`config.mk`:
```
export PLATFORM = sky130hd
export DESIGN_NAME = crc32_stream_flat
export DESIGN_NICKNAME = d
export VERILOG_FILES = /design/src/rtl/crc32_stream_if.sv /design/src/rtl/crc32_stream.sv /design/src/flat_wrapper.sv
export SDC_FILE = /design/constraint.sdc
export NUM_CORES = 1
export LEC_CHECK = 0
export CORE_MARGIN = 2
export CORE_UTILIZATION = 62
export CTS_BUF_LIST = sky130_fd_sc_hd__clkbuf_8
export DETAILED_ROUTE_END_ITERATION = 10
export MAX_ROUTING_LAYER = met4
export PLACE_DENSITY = 0.85
export SLEW_MARGIN = 20
export SYNTH_ARGS = -nofsm -noshare
export SYNTH_HDL_FRONTEND = slang
export SYNTH_SLANG_ARGS = --single-unit
export TNS_END_PERCENT = 1
```
`constraint.sdc`:
```
create_clock -name clk -period 9.8 [get_ports clk]
set_clock_uncertainty 0.1 [all_clocks]
set_input_delay 0.98 -clock clk [delete_from_list [all_inputs] [get_ports clk]]
set_output_delay 0.98 -clock clk [all_outputs]
set_load 0.02 [all_outputs]
```
`src/rtl/crc32_stream_if.sv`:
```
// Handshake bundle for crc32_stream: byte-packed input beats and the held CRC result.
// Signal names are written from the engine's point of view (_i into the engine, _o out of it).
interface crc32_stream_if #(
    parameter int DATA_WD = 32,
    parameter int NUM_WD  = 2,
    parameter int LEN_WD  = 32
);
    logic               start_i;
    logic               val_i;
    logic               rdy_o;
    logic [DATA_WD-1:0] dat_i;
    logic [NUM_WD-1:0]  num_i;
    logic               lst_i;
    logic               val_o;
    logic               rdy_i;
    logic [31:0]        dat_o;
    logic [LEN_WD-1:0]  len_o;
    logic               done_o;

    modport master (
        output start_i, val_i, dat_i, num_i, lst_i, rdy_i,
        input  rdy_o, val_o, dat_o, len_o, done_o
    );

    modport slave (
        input  start_i, val_i, dat_i, num_i, lst_i, rdy_i,
        output rdy_o, val_o, dat_o, len_o, done_o
    );
endinterface

```
`src/rtl/crc32_stream.sv`:
```
// Streaming PNG/zlib CRC-32 (reflected 0xEDB88320) over MSB-first byte lanes,
// with a saturating byte count and a result held until the consumer takes it.
module crc32_stream #(
    parameter int DATA_WD = 32,
    parameter int NUM_WD  = 2,
    parameter int LEN_WD  = 32
) (
    input  logic           clk,
    input  logic           rstn,
    crc32_stream_if.slave  bus
);
    localparam int               NB   = DATA_WD / 8;
    localparam logic [31:0]      POLY = 32'hEDB88320;
    localparam logic [NUM_WD:0]  NB_W = (NUM_WD + 1)'(NB);

    localparam logic [1:0] S_IDLE = 2'd0;
    localparam logic [1:0] S_RUN  = 2'd1;
    localparam logic [1:0] S_OUT  = 2'd2;

    logic [1:0]        r_state;
    logic [31:0]       r_crc;
    logic [LEN_WD-1:0] r_cnt;
    logic [31:0]       r_dat;
    logic [LEN_WD-1:0] r_len;
    logic              r_done;

    logic [NUM_WD:0]       w_nb;
    logic [NB:0][31:0]     w_chain;
    logic [31:0]           w_crc_nxt;
    logic [LEN_WD:0]       w_cnt_sum;
    logic [LEN_WD-1:0]     w_cnt_nxt;

    function automatic logic [31:0] f_crc_byte(input logic [31:0] c, input logic [7:0] b);
        logic [31:0] x;
        x = c ^ {24'd0, b};
        for (int i = 0; i < 8; i++)
            x = x[0] ? ((x >> 1) ^ POLY) : (x >> 1);
        return x;
    endfunction

    // Byte count of this beat; oversize num_i is clipped to a full beat.
    assign w_nb = ({1'b0, bus.num_i} >= NB_W) ? NB_W : ({1'b0, bus.num_i} + (NUM_WD + 1)'(1));

    assign w_chain[0] = r_crc;
    generate
        for (genvar k = 0; k < NB; k++) begin : g_lane
            localparam logic [NUM_WD:0] LANE = (NUM_WD + 1)'(k);
            assign w_chain[k+1] = (LANE < w_nb) ?
                f_crc_byte(w_chain[k], bus.dat_i[DATA_WD-1-8*k -: 8]) : w_chain[k];
        end
    endgenerate
    assign w_crc_nxt = w_chain[NB];

    assign w_cnt_sum = {1'b0, r_cnt} + (LEN_WD + 1)'(w_nb);
    assign w_cnt_nxt = w_cnt_sum[LEN_WD] ? '1 : w_cnt_sum[LEN_WD-1:0];

    // start_i preempts any beat or result handshake in the same cycle.
    always_ff @(posedge clk or negedge rstn) begin
        if (!rstn) begin
            r_state <= S_IDLE;
            r_crc   <= 32'hFFFFFFFF;
            r_cnt   <= '0;
            r_dat   <= '0;
            r_len   <= '0;
            r_done  <= 1'b0;
        end else if (bus.start_i) begin
            r_state <= S_RUN;
            r_crc   <= 32'hFFFFFFFF;
            r_cnt   <= '0;
            r_done  <= 1'b0;
        end else begin
            r_done <= 1'b0;
            case (r_state)
                S_RUN: begin
                    if (bus.val_i) begin
                        r_crc <= w_crc_nxt;
                        r_cnt <= w_cnt_nxt;
                        if (bus.lst_i) begin
                            r_state <= S_OUT;
                            r_dat   <= ~w_crc_nxt;
                            r_len   <= w_cnt_nxt;
                        end
                    end
                end
                S_OUT: begin
                    if (bus.rdy_i) begin
                        r_done  <= 1'b1;
                        r_state <= S_IDLE;
                    end
                end
                default: r_state <= S_IDLE;
            endcase
        end
    end

    assign bus.rdy_o  = (r_state == S_RUN);
    assign bus.val_o  = (r_state == S_OUT);
    assign bus.dat_o  = r_dat;
    assign bus.len_o  = r_len;
    assign bus.done_o = r_done;
endmodule
```
`src/flat_wrapper.sv`:
```
// flat-port wrapper written by rule: the top's interface ports become plain ports
module crc32_stream_flat 
#(
    parameter int DATA_WD = 32,
    parameter int NUM_WD  = 2,
    parameter int LEN_WD  = 32
)
  (clk, rstn, bus_start_i, bus_val_i, bus_dat_i, bus_num_i, bus_lst_i, bus_rdy_i, bus_rdy_o, bus_val_o, bus_dat_o, bus_len_o, bus_done_o);
  crc32_stream_if #(.DATA_WD(DATA_WD), .NUM_WD(NUM_WD), .LEN_WD(LEN_WD)) bus_i ();
  input  logic clk;
  input  logic rstn;
  input wire logic [$bits(bus_i.start_i)-1:0] bus_start_i;
  input wire logic [$bits(bus_i.val_i)-1:0] bus_val_i;
  input wire logic [$bits(bus_i.dat_i)-1:0] bus_dat_i;
  input wire logic [$bits(bus_i.num_i)-1:0] bus_num_i;
  input wire logic [$bits(bus_i.lst_i)-1:0] bus_lst_i;
  input wire logic [$bits(bus_i.rdy_i)-1:0] bus_rdy_i;
  output wire logic [$bits(bus_i.rdy_o)-1:0] bus_rdy_o;
  output wire logic [$bits(bus_i.val_o)-1:0] bus_val_o;
  output wire logic [$bits(bus_i.dat_o)-1:0] bus_dat_o;
  output wire logic [$bits(bus_i.len_o)-1:0] bus_len_o;
  output wire logic [$bits(bus_i.done_o)-1:0] bus_done_o;
  assign bus_i.start_i = bus_start_i;
  assign bus_i.val_i = bus_val_i;
  assign bus_i.dat_i = bus_dat_i;
  assign bus_i.num_i = bus_num_i;
  assign bus_i.lst_i = bus_lst_i;
  assign bus_i.rdy_i = bus_rdy_i;
  assign bus_rdy_o = bus_i.rdy_o;
  assign bus_val_o = bus_i.val_o;
  assign bus_dat_o = bus_i.dat_o;
  assign bus_len_o = bus_i.len_o;
  assign bus_done_o = bus_i.done_o;
  crc32_stream #(.DATA_WD(DATA_WD), .NUM_WD(NUM_WD), .LEN_WD(LEN_WD)) u_core (.clk(clk), .rstn(rstn), .bus(bus_i));
endmodule
```
======== Yosys cells after proc, flatten, opt, wreduce, memory -nomap -nowiden ========
Cells that the tools add are included.
W data, S select, Z words.
storage, ports and cells
  input port bits ......................... 40
  logic and storage cells ................. 111
  output and inout port bits .............. 67
  bits in registers ....................... 131
cells by class
  $lt $le $gt $ge ......................... 4
  add/sub/neg operators ................... 2
  bitwise gates (word level) .............. 38
  reductions and logical operators ........ 5
  equal/unequal tests ..................... 5
  mux-type cells .......................... 51
operator list
  cell                   count
  $mux W32               43
  $not A13 Y14           32
  $xor A32 B8 Y32        4
  $add A32 B3 Y33        1
  $not A32 Y32           1
  $ne A3 B3 Y1 const B   3
  $mux W2                4
  $lt A1 B3 Y1 const A   2
  $lt A2 B3 Y1 const A   2
  $pmux W2 S2            1
  $reduce_and A4 Y1      1
  $reduce_bool A2 Y1     2
  $add A2 B1 Y3 const B  1
  $mux W1                3
  $reduce_and A3 Y1      1
  $eq A2 B1 Y1 const B   1
  $eq A2 B2 Y1 const B   1
  $reduce_and A2 Y1      1
  $not A1 Y1             1

======== Longest topological paths before layout ========
Gate-level depths: netlist (run 1).
  word-level depth ........................ 75
  depth in mapped cells ................... 24
  gate-level depth less buffers ........... 18

======== Worst setup path after synthesis (run 1) ========
Ideal clock, no wire load.
  path kind ............................... input to register
  start point ............................. input bus_num_i[0]
  end point ............................... register u_core.r_dat[5] (netlist: u_core.bus.dat_o[5])
  stages on the path ...................... 21
  required time ........................... 9.575 ns
  path slack .............................. 3.424 ns
  setup time .............................. 0.125 ns
  arrival ................................. 6.152 ns
  path buffers ............................ 3
  cell sequence ........................... clkbuf_1 buf_1 inv_1 ha_1 and2_1 clkbuf_1 or3_1 and3_1 xnor2_1 xor2_2 and3_1 nor4_4 xnor2_2 xnor3_1 o21ai_2 xor2_4 xnor2_1 xnor2_2 xnor2_1 mux2_2 mux2_2
between the ends
  word-level cells in the longest chain between the ends .. 45
  elaborated cells between the ends (all ways) .. 57
  those cells by class .................... add/sub: 1; order compare: 4; mux: 28; bitwise: 24
ends and longest elaborated chain
  element                        line                text
  start: declaration             flat_wrapper.sv:15  input wire logic [$bits(bus_i.num_i)-1:0] bus_num_i;
  $add A2 B1 Y3 (*)              crc32_stream.sv:42  assign w_nb = ({1'b0, bus.num_i} >= NB_W) ? NB_W : ({1'b0, bus.num_i} + (NUM_WD + 1)'(1));
  $lt A1 B3 Y1                   crc32_stream.sv:48  assign w_chain[k+1] = (LANE < w_nb) ?
  $mux W32                       crc32_stream.sv:48
  $xor A32 B8 Y32                crc32_stream.sv:35  x = c ^ {24'd0, b};
  $mux W32                       crc32_stream.sv:37  x = x[0] ? ((x >> 1) ^ POLY) : (x >> 1);
  $not A13 Y14 (no source line)  -
  $mux W32                       crc32_stream.sv:37
  $not A13 Y14 (no source line)  -
  [... 27 more ...]              -
  $not A13 Y14 (no source line)  -
  $mux W32                       crc32_stream.sv:37
  $not A13 Y14 (no source line)  -
  $mux W32 (3 in series)         crc32_stream.sv:37
  $not A13 Y14 (no source line)  -
  $mux W32                       crc32_stream.sv:37
  $mux W32 (*)                   crc32_stream.sv:48
  $not A32 Y32 (*)               crc32_stream.sv:80  r_dat <= ~w_crc_nxt;
  end signal: assignment         crc32_stream.sv:80
  end: declaration               crc32_stream.sv:23  logic [31:0] r_dat;
Every way passes the cells marked *; elsewhere a longest branch is shown, timed or not.
A chain may end at the register's enable or synchronous reset.

======== Final worst setup path (run 1) ========
Same ends and word-level chain as after synthesis.

==> impl_results.rst, run 1 <==
.. list-table::
   :header-rows: 1

   * - Metric
     - Value
   * - Proportion of layout cells with a drive suffix above 1
     - 0.1303
   * - Part of the cycle the worst path needs
     - 0.7544
   * - Post-Route Setup TNS
     - 0 ps
   * - Relative slew slack
     - 0.2573
   * - Horizontal die dimension
     - about 140 µm
   * - Number of global-route vias before repair
     - between 9000 and 10000
   * - Area of the core region
     - 18580 µm²
   * - Setup repair after global routing missed its margin
     - no
   * - Chain of cells forming the critical path
     - clkdlybuf4s50_1 > buf_4 > inv_1 > ha_2 > and2_1 > buf_4 > or3_1 > and3_1 > xnor2_4 > xor2_4 > nand2b_1 > a21boi_1 > nor3_2 > xnor3_1 > o221ai_4 > xor2_4 > xnor2_2 > xnor2_2 > xnor2_1 > mux2_2 > mux2_2
   * - Antenna violations before repair
     - 0
   * - Reported max-cap violation count
     - 0
   * - Library cells used by synthesis
     - 85
   * - Number of vias after detailed routing
     - between 9000 and 10000
   * - Area of the mapped netlist
     - approximately 12000 µm²
   * - TritonCTS sink count
     - approximately 130
   * - Number of detailed-route iterations in the first pass
     - 5
   * - Fillcell total
     - 1398
   * - Critical path origin
     - bus_num_i[0]
   * - Top achievable clock speed
     - approximately 140 MHz
   * - Detailed-placement wirelength estimate
     - between 20 and 30 mm
   * - Required time worst endpoint
     - about 10000 ps
   * - R2r setup slk
     - 3190 ps
   * - Clock tree from TritonCTS
     - done
   * - Fraction of registers with async set/reset
     - 1.000
   * - Total of cells resized after clock tree synthesis
     - 0
   * - Floorplan row count
     - 50
   * - Die H
     - between 100 and 150 µm
   * - Crit Path Category
     - in -> reg
   * - Number of warnings reported in the yosys synthesis log
     - 0
   * - Synthesized netlist net count
     - about 1300
   * - Most frequent cells in the layout
     - sky130_fd_sc_hd__xnor2_1 (154), sky130_fd_sc_hd__nor2_1 (123), sky130_fd_sc_hd__nand2_1 (106)
   * - Final Routed Wirelength
     - 34.14 mm
   * - Category of the worst setup path launch point
     - input port
   * - Largest net degree at the start of global routing
     - 75
   * - Global-route wire length before repair
     - 52.36 mm
   * - Total track usage
     - 0.3555
   * - Total setup violations reported at the end of the flow
     - 0
   * - Measured slew at the worst slew-check pin
     - 1106 ps
   * - Later-pin clock latency in the skew report
     - 450 ps
   * - Detailed-route vias per instance
     - 6.281
   * - Cell depth of the worst setup path
     - 21
   * - Shortest clock period the worst path allows after layout
     - 7393 ps
   * - Antenna fix cells
     - 0
   * - Number of top-level design ports
     - about 110
   * - Max stage delay on crit path
     - 830 ps
   * - Flops & latches, synth
     - about 130
   * - Launching point of the worst reg2reg path
     - u_core.r_crc[2]
   * - Die Footprint
     - 19890 µm²
   * - Worst Setup EP
     - u_core.bus.dat_o[5]
   * - Sum of buffers and inverters on the critical path
     - 4
   * - Number of enable flip-flop cells after synthesis
     - 0
   * - Syn avg cell area
     - between 9 and 10 µm²
   * - Routed wire length per instance
     - 22.08 µm
   * - Total of buffers placed on input and output ports
     - approximately 110
   * - Number of DRC markers after the initial detailed-route iteration
     - around 1000
   * - Clock buffers created by TritonCTS
     - 17
   * - H-tree depth
     - 4
   * - Type of the most critical hold path
     - reg -> reg
   * - Capture point of the worst reg-to-reg path
     - u_core.r_crc[6]
   * - Proportion of synthesized chip area in sequential cells
     - 0.2850
   * - Register-to-Register Path Depth
     - 16
   * - Most common library cell in the layout ignoring fill and taps
     - sky130_fd_sc_hd__xnor2_1
   * - Final slew viol count
     - 0
   * - Net count of the finished layout
     - 1346
   * - Global-route congestion overflow total
     - 0
   * - Kind of cell adding the most delay to the critical path
     - XOR/XNOR gates
   * - Maximum fanout count along the critical path
     - 24
   * - Number of setup buffers added after CTS
     - 0
   * - Growth of design area from synthesis to finish
     - 13.25%
   * - Number of hold violations in the final report
     - 0
   * - Post-Synthesis Cells
     - approximately 1200
   * - Dominant synthesized flop cell
     - sky130_fd_sc_hd__dfrtp_1
   * - Worst endpoint data arrival time
     - about 7600 ps
   * - CTS clock-pin slew for the worst setup and hold paths
     - roughly 80 ps
   * - Root buffer cell
     - sky130_fd_sc_hd__clkbuf_8
   * - Residual antenna-violating net count after detailed routing
     - 0
   * - Max Buffers Root-to-Sink
     - 2
   * - Sort of element at the end of the critical path
     - register
   * - Routability congestion estimate from global placement
     - a little over 1
   * - DRC errors left
     - 0
   * - Total of hold buffers inserted after clock tree synthesis
     - 0
   * - Slowest cell on the critical path
     - sky130_fd_sc_hd__nor3_2
   * - Status
     - completed
   * - Starting density of the core
     - 0.6266
state kept, by name, indices dropped and copies added (netlist names):
register / count
u_core.bus.dat_o: 32
u_core.bus.len_o: 32
u_core.r_cnt: 32
u_core.r_crc: 32
u_core.r_state: 2
u_core.bus.done_o: 1
layout make-up:
type,instances,area (µm²),area share
Clock inverter,13,158.9,0.01205
Sequential cell,131,3318,0.2517
Inverter,6,22.52,0.001708
Clock buffer,19,261.5,0.01983
Tap cell,234,292.8,0.02221
Timing Repair Buffer,119,1151,0.08730
Multi-Input combinational cell,1024,7980,0.6052
through the flow:
stage               utilization  instance area, µm²  setup slack [ps]  hold WS [ps]  std cells
global route             0.7096               13190              2085         410.3       1546
global placement         0.6869               12760              2248         361.6       1514
detailed placement       0.6869               12760              2054         363.4       1514
CTS                      0.7095               13180              2503         390.3       1546
floorplan                     -               11640              3424         349.4       1244
finish                   0.7096               13190              2407         387.4       1546
logic make-up (layout without fill, tap and decap cells):
logic type	Yosys count	count (layout)	share of synthesized area
AOI/OAI and AO/OA	291	291	0.1665
adders and majority gates	7	7	0.008168
and+or+nand+nor	372	372	0.1522
DFF	131	131	0.2850
muxes	60	60	0.05384
xor gates and xnor gates	294	294	0.3033
buffers and inverters	89	157	0.03106
per-layer routing:
| metal | wire length, µm | GRT usage | vias to the layer above |
|---|---|---|---|
| met4 | 1011 | 0.1184 | 0 |
| met5 | 0 | - | - |
| li1 | - | - | 4456 |
| met3 | 2702 | 0.04959 | 70 |
| met1 | 14200 | 0.4828 | 4713 |
| met2 | 16230 | 0.5551 | 471 |
worst min path at each step:
stage,cells past startpoint,slack [ps],end,start
CTS,1,390,u_core.bus.len_o[30],u_core.bus.len_o[30]
floorplan,1,350,u_core.bus.done_o,u_core.r_state[0]
global route,2,410,u_core.bus.dat_o[10],u_core.bus.dat_o[10]
finish,1,390,u_core.bus.len_o[30],u_core.bus.len_o[30]
detailed placement,2,360,u_core.bus.dat_o[13],u_core.bus.dat_o[13]
global placement,2,360,u_core.bus.len_o[31],u_core.bus.len_o[31]
synth_stat cells (3+ instances only):
cell                       instances  area share
sky130_fd_sc_hd__a211o_1          14       0.011
sky130_fd_sc_hd__a211oi_1         18       0.012
sky130_fd_sc_hd__a21bo_1           3      0.0026
sky130_fd_sc_hd__a21o_1            8      0.0052
sky130_fd_sc_hd__a21oi_1          86       0.037
sky130_fd_sc_hd__a311oi_1         12      0.0090
sky130_fd_sc_hd__a31oi_1          31       0.017
sky130_fd_sc_hd__and2_1           11      0.0059
sky130_fd_sc_hd__and3_1           24       0.013
sky130_fd_sc_hd__buf_1            12      0.0039
sky130_fd_sc_hd__buf_2             6      0.0026
sky130_fd_sc_hd__clkbuf_1         61       0.020
sky130_fd_sc_hd__dfrtp_1          99        0.21
sky130_fd_sc_hd__dfstp_2          32       0.072
sky130_fd_sc_hd__ha_1              6      0.0064
sky130_fd_sc_hd__inv_1             6      0.0019
sky130_fd_sc_hd__mux2_2           21       0.020
sky130_fd_sc_hd__mux2i_1          39       0.034
sky130_fd_sc_hd__nand2_1         107       0.034
sky130_fd_sc_hd__nand2b_1         10      0.0054
sky130_fd_sc_hd__nand3_1          23      0.0099
sky130_fd_sc_hd__nand3b_1          7      0.0045
sky130_fd_sc_hd__nand4_1           8      0.0043
sky130_fd_sc_hd__nor2_1          125       0.040
sky130_fd_sc_hd__nor2b_1          10      0.0054
sky130_fd_sc_hd__nor3_1           15      0.0064
sky130_fd_sc_hd__nor4_1            4      0.0021
sky130_fd_sc_hd__o211ai_1          8      0.0052
sky130_fd_sc_hd__o21a_1            5      0.0032
sky130_fd_sc_hd__o21ai_0          48       0.021
sky130_fd_sc_hd__o21ai_1          18      0.0077
sky130_fd_sc_hd__o21ai_2           3      0.0023
sky130_fd_sc_hd__o21bai_1          5      0.0032
sky130_fd_sc_hd__o31ai_1           5      0.0032
sky130_fd_sc_hd__or2_2             7      0.0038
sky130_fd_sc_hd__or3_1             4      0.0021
sky130_fd_sc_hd__xnor2_1         154        0.12
sky130_fd_sc_hd__xnor2_2          18       0.025
sky130_fd_sc_hd__xnor2_4           7       0.017
sky130_fd_sc_hd__xnor3_1          31       0.060
sky130_fd_sc_hd__xor2_1           64       0.048
sky130_fd_sc_hd__xor2_2            7      0.0098
sky130_fd_sc_hd__xor2_4            4      0.0095
sky130_fd_sc_hd__xor3_1            7       0.014
worst reg2reg max path, stage by stage (launching register included):
cell and delay, ps:
sky130_fd_sc_hd__dfstp_2 700, sky130_fd_sc_hd__xnor2_4 260, sky130_fd_sc_hd__xnor3_1 550, sky130_fd_sc_hd__mux2i_1 190, sky130_fd_sc_hd__or2_1 350, sky130_fd_sc_hd__xnor2_1 890
sky130_fd_sc_hd__mux2i_1 270, sky130_fd_sc_hd__o311ai_1 180, sky130_fd_sc_hd__or3_4 560, sky130_fd_sc_hd__xnor3_1 440, sky130_fd_sc_hd__xnor2_1 160, sky130_fd_sc_hd__a21oi_2 400
sky130_fd_sc_hd__xnor2_4 230, sky130_fd_sc_hd__xnor2_2 370, sky130_fd_sc_hd__xnor2_1 200, sky130_fd_sc_hd__a211oi_1 520, sky130_fd_sc_hd__o21bai_1 150
Power of run 1 is not shown: default switching activity piles up to over one toggle a cycle in this logic, so the estimate is an artifact.
==> inputs of run 2 (changes only) <==
--- a/config.mk
+++ b/config.mk
@@ -6,11 +6,11 @@
 export NUM_CORES = 1
 export LEC_CHECK = 0
 export CORE_MARGIN = 2
-export CORE_UTILIZATION = 62
+export CORE_UTILIZATION = 61
 export CTS_BUF_LIST = sky130_fd_sc_hd__clkbuf_8
 export DETAILED_ROUTE_END_ITERATION = 10
 export MAX_ROUTING_LAYER = met4
-export PLACE_DENSITY = 0.85
+export PLACE_DENSITY = 0.84
 export SLEW_MARGIN = 20
 export SYNTH_ARGS = -nofsm -noshare
 export SYNTH_HDL_FRONTEND = slang
==> constraint.sdc (replaced) <==
create_clock -name clk -period 7.4 [get_ports clk]
set_clock_uncertainty 0.1 [all_clocks]
set_input_delay 0.74 -clock clk [delete_from_list [all_inputs] [get_ports clk]]
set_output_delay 0.74 -clock clk [all_outputs]
set_load 0.02 [all_outputs]
==> impl_results.rst, run 2 (synthesis gave the netlist of run 1 again) <==
.. list-table::
   :header-rows: 1

   * - Metric
     - Value
   * - Status
     - completed
   * - Setup repair after global routing missed its margin
     - no
   * - Area of the core region
     - 18710 µm² (+0.67%)
   * - Chain of cells forming the critical path
     - clkdlybuf4s50_1 > inv_1 > ha_2 > buf_4 > nand3_1 > o21ai_0 > and3_1 > nor4_1 > o31ai_4 > xor2_2 > xnor3_1 > or4_1 > a31o_2 > xor2_1 > xnor2_2 > xnor3_1 > xor2_1 > a21oi_1 > a21oi_1
   * - Residual antenna-violating net count after detailed routing
     - 0 (unchanged)
   * - Relative slew slack
     - 0.2537 (-0.003669)
   * - CTS clock-pin slew for the worst setup and hold paths
     - 90 ps (about the same)
   * - Final slew viol count
     - 0 (unchanged)
   * - Clock tree from TritonCTS
     - done
   * - Number of setup buffers added after CTS
     - 0 (unchanged)
   * - Largest net degree at the start of global routing
     - 71 (-5.3%)
   * - Routability congestion estimate from global placement
     - 1.053 (+2.3%)
   * - Category of the worst setup path launch point
     - input port
   * - Shortest clock period the worst path allows after layout
     - 6358 ps
   * - Max Buffers Root-to-Sink
     - 2 (unchanged)
   * - Type of the most critical hold path
     - in -> async
   * - Clock buffers created by TritonCTS
     - 17 (unchanged)
   * - Horizontal die dimension
     - 142.2 µm (+0.79%)
   * - Detailed-route vias per instance
     - 6.338 (+0.91%)
   * - Growth of design area from synthesis to finish
     - 13.08%
   * - Max stage delay on crit path
     - 570 ps (-260 ps)
   * - Antenna fix cells
     - 0 (unchanged)
   * - Starting density of the core
     - 0.6224 (-0.004191)
   * - Maximum fanout count along the critical path
     - 57 (+140%)
   * - Proportion of layout cells with a drive suffix above 1
     - 0.1336 (+0.003302)
   * - Global-route congestion overflow total
     - 0 (unchanged)
   * - Die H
     - 142.2 µm (+0.79%)
   * - Worst Setup EP
     - u_core.bus.dat_o[19]
   * - Number of DRC markers after the initial detailed-route iteration
     - 1030 (+2.3%)
   * - Total of buffers placed on input and output ports
     - 106 (unchanged)
   * - Post-Route Utilization
     - 0.7038 (-0.005817)
   * - Number of detailed-route iterations in the first pass
     - 5 (unchanged)
   * - Number of vias after detailed routing
     - 9830 (+1.2%)
   * - TritonCTS sink count
     - 131 (unchanged)
   * - Worst endpoint data arrival time
     - 6580 ps (-1050 ps)
   * - Later-pin clock latency in the skew report
     - 460 ps (about the same)
   * - R2r setup slk
     - 1410 ps (-1780 ps)
   * - Total setup violations reported at the end of the flow
     - 0 (unchanged)
   * - Most common library cell in the layout ignoring fill and taps
     - sky130_fd_sc_hd__xnor2_1
   * - Reported max-cap violation count
     - 0 (unchanged)
   * - Post-Place Worst Slack
     - 678.4 ps (-1376 ps)
   * - Routed wire length per instance
     - 21.77 µm (-1.4%)
   * - Post-Route Setup TNS
     - 0 ps (unchanged)
   * - Final Routed Wirelength
     - 33.77 mm (-1.1%)
   * - Die Footprint
     - 20210 µm² (+1.6%)
   * - Placed cell count
     - 1519 (+0.33%)
   * - Antenna violations before repair
     - 0 (unchanged)
   * - Slowest cell on the critical path
     - sky130_fd_sc_hd__xor2_1
   * - Most frequent cells in the layout
     - sky130_fd_sc_hd__xnor2_1 (154), sky130_fd_sc_hd__nor2_1 (124), sky130_fd_sc_hd__nand2_1 (106)
   * - Measured slew at the worst slew-check pin
     - 1115 ps (+9.331 ps)
   * - Root buffer cell
     - sky130_fd_sc_hd__clkbuf_8
   * - Capture point of the worst reg-to-reg path
     - u_core.bus.dat_o[18]
   * - Net count of the finished layout
     - 1351 (+0.37%)
   * - Global-route wire length before repair
     - 52.18 mm (-0.36%)
   * - Total track usage
     - 0.3499 (-0.005572)
   * - Crit path setup slack, layout
     - 1042 ps (-1365 ps)
   * - Floorplan row count
     - 50 (unchanged)
   * - Detailed-placement wirelength estimate
     - 25.33 mm (-1.3%)
   * - Number of hold violations in the final report
     - 0 (unchanged)
   * - Number of global-route vias before repair
     - 9442 (+2.8%)
   * - H-tree depth
     - 4 (unchanged)
   * - Required time worst endpoint
     - 7620 ps (-2410 ps)
   * - Part of the cycle the worst path needs
     - 0.8592
   * - Count of placed standard cells in the final layout, fillers left out
     - 1551 (+0.32%)
   * - Register-to-Register Path Depth
     - 16 (unchanged)
   * - Total of hold buffers inserted after clock tree synthesis
     - 0 (unchanged)
   * - Top achievable clock speed
     - 157.3 MHz
   * - Sort of element at the end of the critical path
     - register
   * - Total of cells resized after clock tree synthesis
     - 0 (unchanged)
   * - Critical path origin
     - bus_num_i[0]
   * - DRC errors left
     - 0 (unchanged)
   * - Launching point of the worst reg2reg path
     - u_core.r_crc[3]
   * - Number of top-level design ports
     - 107 (unchanged)
   * - Crit Path Category
     - in -> reg
run 2: cell types whose count changed in the layout (fill, tap and decap cells not counted):
| cell | before | now |
|---|---|---|
| sky130_fd_sc_hd__buf_4 | 14 | 19 |
| sky130_fd_sc_hd__bufinv_16 | 3 | 0 |
| sky130_fd_sc_hd__clkbuf_8 | 19 | 18 |
| sky130_fd_sc_hd__clkinv_2 | 2 | 0 |
| sky130_fd_sc_hd__clkinv_4 | 3 | 2 |
| sky130_fd_sc_hd__clkinvlp_4 | 1 | 4 |
| sky130_fd_sc_hd__inv_1 | 8 | 7 |
| sky130_fd_sc_hd__inv_6 | 2 | 5 |
| sky130_fd_sc_hd__inv_8 | 0 | 2 |
| sky130_fd_sc_hd__nor2_1 | 123 | 124 |
| sky130_fd_sc_hd__nor2_2 | 2 | 1 |
run 2: worst min-delay path by stage:
stage                     depth (start not counted)           startpoint             endpoint  slack [ps]
after global placement                            2  u_core.bus.dat_o[4]  u_core.bus.dat_o[4]         360
after detailed placement                          2  u_core.bus.dat_o[0]  u_core.bus.dat_o[0]         370
after CTS                                         1                 rstn     u_core.r_cnt[21]         260
after floorplan                                   0                 rstn  u_core.bus.dat_o[0]         340
after global routing                              1                 rstn     u_core.r_cnt[21]         310
final                                             1                 rstn     u_core.r_cnt[21]         240
run 2: layout make-up:
type / instances / area (µm²)
multi-input cells: 1024 / 7978
fillers: 1431 / 5540
flip-flops and latches: 131 / 3318
repair buffers: 124 / 1189
well taps: 234 / 292.8
clock buffers: 18 / 247.7
clock inverters: 14 / 117.6
inverters: 6 / 22.52
run 2: worst max-delay path, delay by kind of cell:
| family | cells | cell delay, ps |
|---|---|---|
| buffers and inverters | 3 | 1150 |
| xor gates and xnor gates | 6 | 2280 |
| AOI/OAI and AO/OA | 5 | 1250 |
| adders and majority gates | 1 | 250 |
| and+or+nand+nor | 4 | 860 |
run 2: metrics by stage:
step | area, µm² | hold WS, ps
2_1_floorplan | 11640 | 344.4
3_3_place_gp | 12800 | 363.5
3_5_place_dp | 12800 | 369.0
4_1_cts | 13170 | 258.1
5_1_grt | 13170 | 314.0
6_report | 13170 | 239.2
run 2: metal layers:
layer  wire length [µm]  vias to the layer above  part of all wire  global-route usage
li1                   -                     4459                 -                   -
met1              13860                     4738              0.41              0.4766
met2              14990                      527              0.44              0.5057
met3               3425                      106              0.10             0.07335
met4               1492                        0             0.044              0.1568
met5                  0                        -                 0                   -
Power of run 2 is left out for the same reason.
==> inputs of run 3 (changes only) <==
--- a/config.mk
+++ b/config.mk
@@ -7,7 +7,7 @@
 export LEC_CHECK = 0
 export CORE_MARGIN = 2
 export CORE_UTILIZATION = 61
-export CTS_BUF_LIST = sky130_fd_sc_hd__clkbuf_8
+export CTS_BUF_LIST = sky130_fd_sc_hd__clkbuf_4
 export DETAILED_ROUTE_END_ITERATION = 10
 export MAX_ROUTING_LAYER = met4
 export PLACE_DENSITY = 0.84
==> impl_results.rst, run 3 (synthesis gave the netlist of run 1 again) <==
.. list-table::
   :header-rows: 1

   * - Metric
     - Value
   * - Status
     - completed
   * - Metal3 WL
     - 3.008 mm (-12%)
   * - Top achievable clock speed
     - 160.1 MHz (+1.8%)
   * - Number of setup buffers added after CTS
     - 0 (unchanged)
   * - Starting density of the core
     - 0.6224 (unchanged)
   * - Placed cell count
     - 1519 (unchanged)
   * - Crit Path Category
     - in -> reg
   * - Setup repair after global routing missed its margin
     - no
   * - Global-route wire length before repair
     - 51.65 mm (-1.0%)
   * - CTS clock-pin slew for the worst setup and hold paths
     - 140 ps (+50 ps)
   * - Antenna violations before repair
     - 1 (+1)
   * - Routed wire length per instance
     - 21.51 µm (-1.2%)
   * - Die Footprint
     - 20210 µm² (unchanged)
   * - Type of the most critical hold path
     - in -> async
   * - Maximum fanout count along the critical path
     - 57 (unchanged)
   * - Sum of met2 wire segment lengths after detailed routing
     - 14.70 mm (-1.9%)
   * - Total of hold buffers inserted after clock tree synthesis
     - 0 (unchanged)
   * - Measured slew at the worst slew-check pin
     - 1076 ps (-39.55 ps)
   * - TritonCTS sink count
     - 131 (unchanged)
   * - Total of cells resized after clock tree synthesis
     - 0 (unchanged)
   * - Max Buffers Root-to-Sink
     - 2 (unchanged)
   * - Shortest clock period the worst path allows after layout
     - 6245 ps (-112.7 ps)
   * - Routability congestion estimate from global placement
     - 1.053 (unchanged)
   * - Post-Place Worst Slack
     - 678.4 ps (unchanged)
   * - Growth of design area from synthesis to finish
     - 12.13%
   * - Final Routed Wirelength
     - 33.38 mm (-1.1%)
   * - Total setup violations reported at the end of the flow
     - 0 (unchanged)
   * - Number of DRC markers after the initial detailed-route iteration
     - 1111 (+7.9%)
   * - Die H
     - 142.2 µm (unchanged)
   * - Category of the worst setup path launch point
     - input port
   * - Number of global-route vias before repair
     - 9275 (-1.8%)
   * - Top routing layer in use
     - met4
   * - Net count of the finished layout
     - 1351 (unchanged)
   * - Global-route congestion overflow total
     - 0 (unchanged)
   * - Number of hold violations in the final report
     - 0 (unchanged)
   * - Largest net degree at the start of global routing
     - 71 (unchanged)
   * - Slowest cell on the critical path
     - sky130_fd_sc_hd__xor2_1
   * - Area of the core region
     - 18710 µm² (unchanged)
   * - Max stage delay on crit path
     - 580 ps (about the same)
   * - Total of buffers placed on input and output ports
     - 106 (unchanged)
   * - Kind of cell adding the most delay to the critical path
     - XOR/XNOR gates
   * - Chain of cells forming the critical path
     - clkdlybuf4s50_1 > inv_1 > ha_2 > buf_4 > nand3_1 > o21ai_0 > and3_1 > nor4_1 > o31ai_4 > xor2_2 > xnor3_1 > or4_1 > a31o_2 > xor2_1 > xnor2_2 > xnor3_1 > xor2_1 > a21oi_1 > a21oi_1
   * - Sum of buffers and inverters on the critical path
     - 3 (unchanged)
   * - DRC errors left
     - 0 (unchanged)
   * - Final slew viol count
     - 0 (unchanged)
   * - Required time worst endpoint
     - 7720 ps (+100 ps)
   * - Part of the cycle the worst path needs
     - 0.8440 (-0.01523)
   * - Relative slew slack
     - 0.2801 (+0.02647)
   * - Routed metal-1 wire length
     - 14.34 mm (+3.4%)
   * - H-tree depth
     - 4 (unchanged)
   * - Detailed-route vias per instance
     - 6.309 (-0.45%)
   * - Clock tree from TritonCTS
     - done
   * - Total track usage
     - 0.3462 (-0.003696)
   * - Proportion of layout cells with a drive suffix above 1
     - 0.1336 (unchanged)
   * - Count of placed standard cells in the final layout, fillers left out
     - 1552 (+0.064%)
   * - Later-pin clock latency in the skew report
     - 560 ps (+100 ps)
   * - Most frequent cells in the layout
     - sky130_fd_sc_hd__xnor2_1 (154), sky130_fd_sc_hd__nor2_1 (124), sky130_fd_sc_hd__nand2_1 (106)
   * - Detailed-placement wirelength estimate
     - 25.33 mm (unchanged)
   * - Number of vias after detailed routing
     - 9792 (-0.39%)
   * - Number of top-level design ports
     - 107 (unchanged)
   * - Clock buffers created by TritonCTS
     - 17 (unchanged)
   * - Root buffer cell
     - sky130_fd_sc_hd__clkbuf_4
   * - Horizontal die dimension
     - 142.2 µm (unchanged)
   * - Floorplan row count
     - 50 (unchanged)
   * - Sort of element at the end of the critical path
     - register
   * - Worst endpoint data arrival time
     - 6560 ps (-20 ps)
   * - Most common library cell in the layout ignoring fill and taps
     - sky130_fd_sc_hd__xnor2_1
   * - Residual antenna-violating net count after detailed routing
     - 0 (unchanged)
   * - Crit path setup slack, layout
     - 1155 ps (+112.7 ps)
   * - Post-Route Setup TNS
     - 0 ps (unchanged)
   * - Reported max-cap violation count
     - 0 (unchanged)
   * - Number of detailed-route iterations in the first pass
     - 5 (unchanged)
[run 3: changes by cell type in the layout (fill, tap and decap cells not counted)]
cell                       delta
sky130_fd_sc_hd__clkinv_1     +1
sky130_fd_sc_hd__diode_2      +1
sky130_fd_sc_hd__clkbuf_8    -18
sky130_fd_sc_hd__inv_1        -1
sky130_fd_sc_hd__clkbuf_4    +18
[run 3: area by class of cell]
cell class	instances	area, µm²
sequential	131	3318
antenna	1	2.502
timing repair buffer	124	1189
clock buffer	18	135.1
multi-input combinational	1024	7978
inverter	6	22.52
fill	1458	5650
clock inverter	14	117.6
tap	234	292.8
[run 3: through the flow]
stage / util / cell area [µm²] / hold slack, ps
after floorplan: - / 11640 / 344.4
after global placement: 0.6843 / 12800 / 363.5
after detailed placement: 0.6843 / 12800 / 369.0
after CTS: 0.6978 / 13050 / 134.9
after global routing: 0.6979 / 13060 / 179.5
final: 0.6979 / 13060 / 135.7
[run 3: worst paths after layout]
kind                       slack (ps)  depth (start not counted)                    to         startpoint
hold reg to reg                   400                          1     u_core.bus.done_o  u_core.r_state[0]
hold / removal                    140                          1      u_core.r_cnt[21]               rstn
max in group asynchronous        5650                          2       u_core.r_cnt[1]               rstn
setup reg to reg                 1430                         17      u_core.r_crc[29]    u_core.r_crc[5]
min in group clk                  400                          1     u_core.bus.done_o  u_core.r_state[0]
setup / recovery                 1150                         19  u_core.bus.dat_o[19]       bus_num_i[0]
[run 3: routing by layer]
layer / vias up / track usage
met1: 4709 / 0.4796
met3: 102 / 0.06191
met2: 518 / 0.5022
li1: 4463 / -
met5: - / -
met4: 0 / 0.1489
Power of run 3 is left out for the same reason.
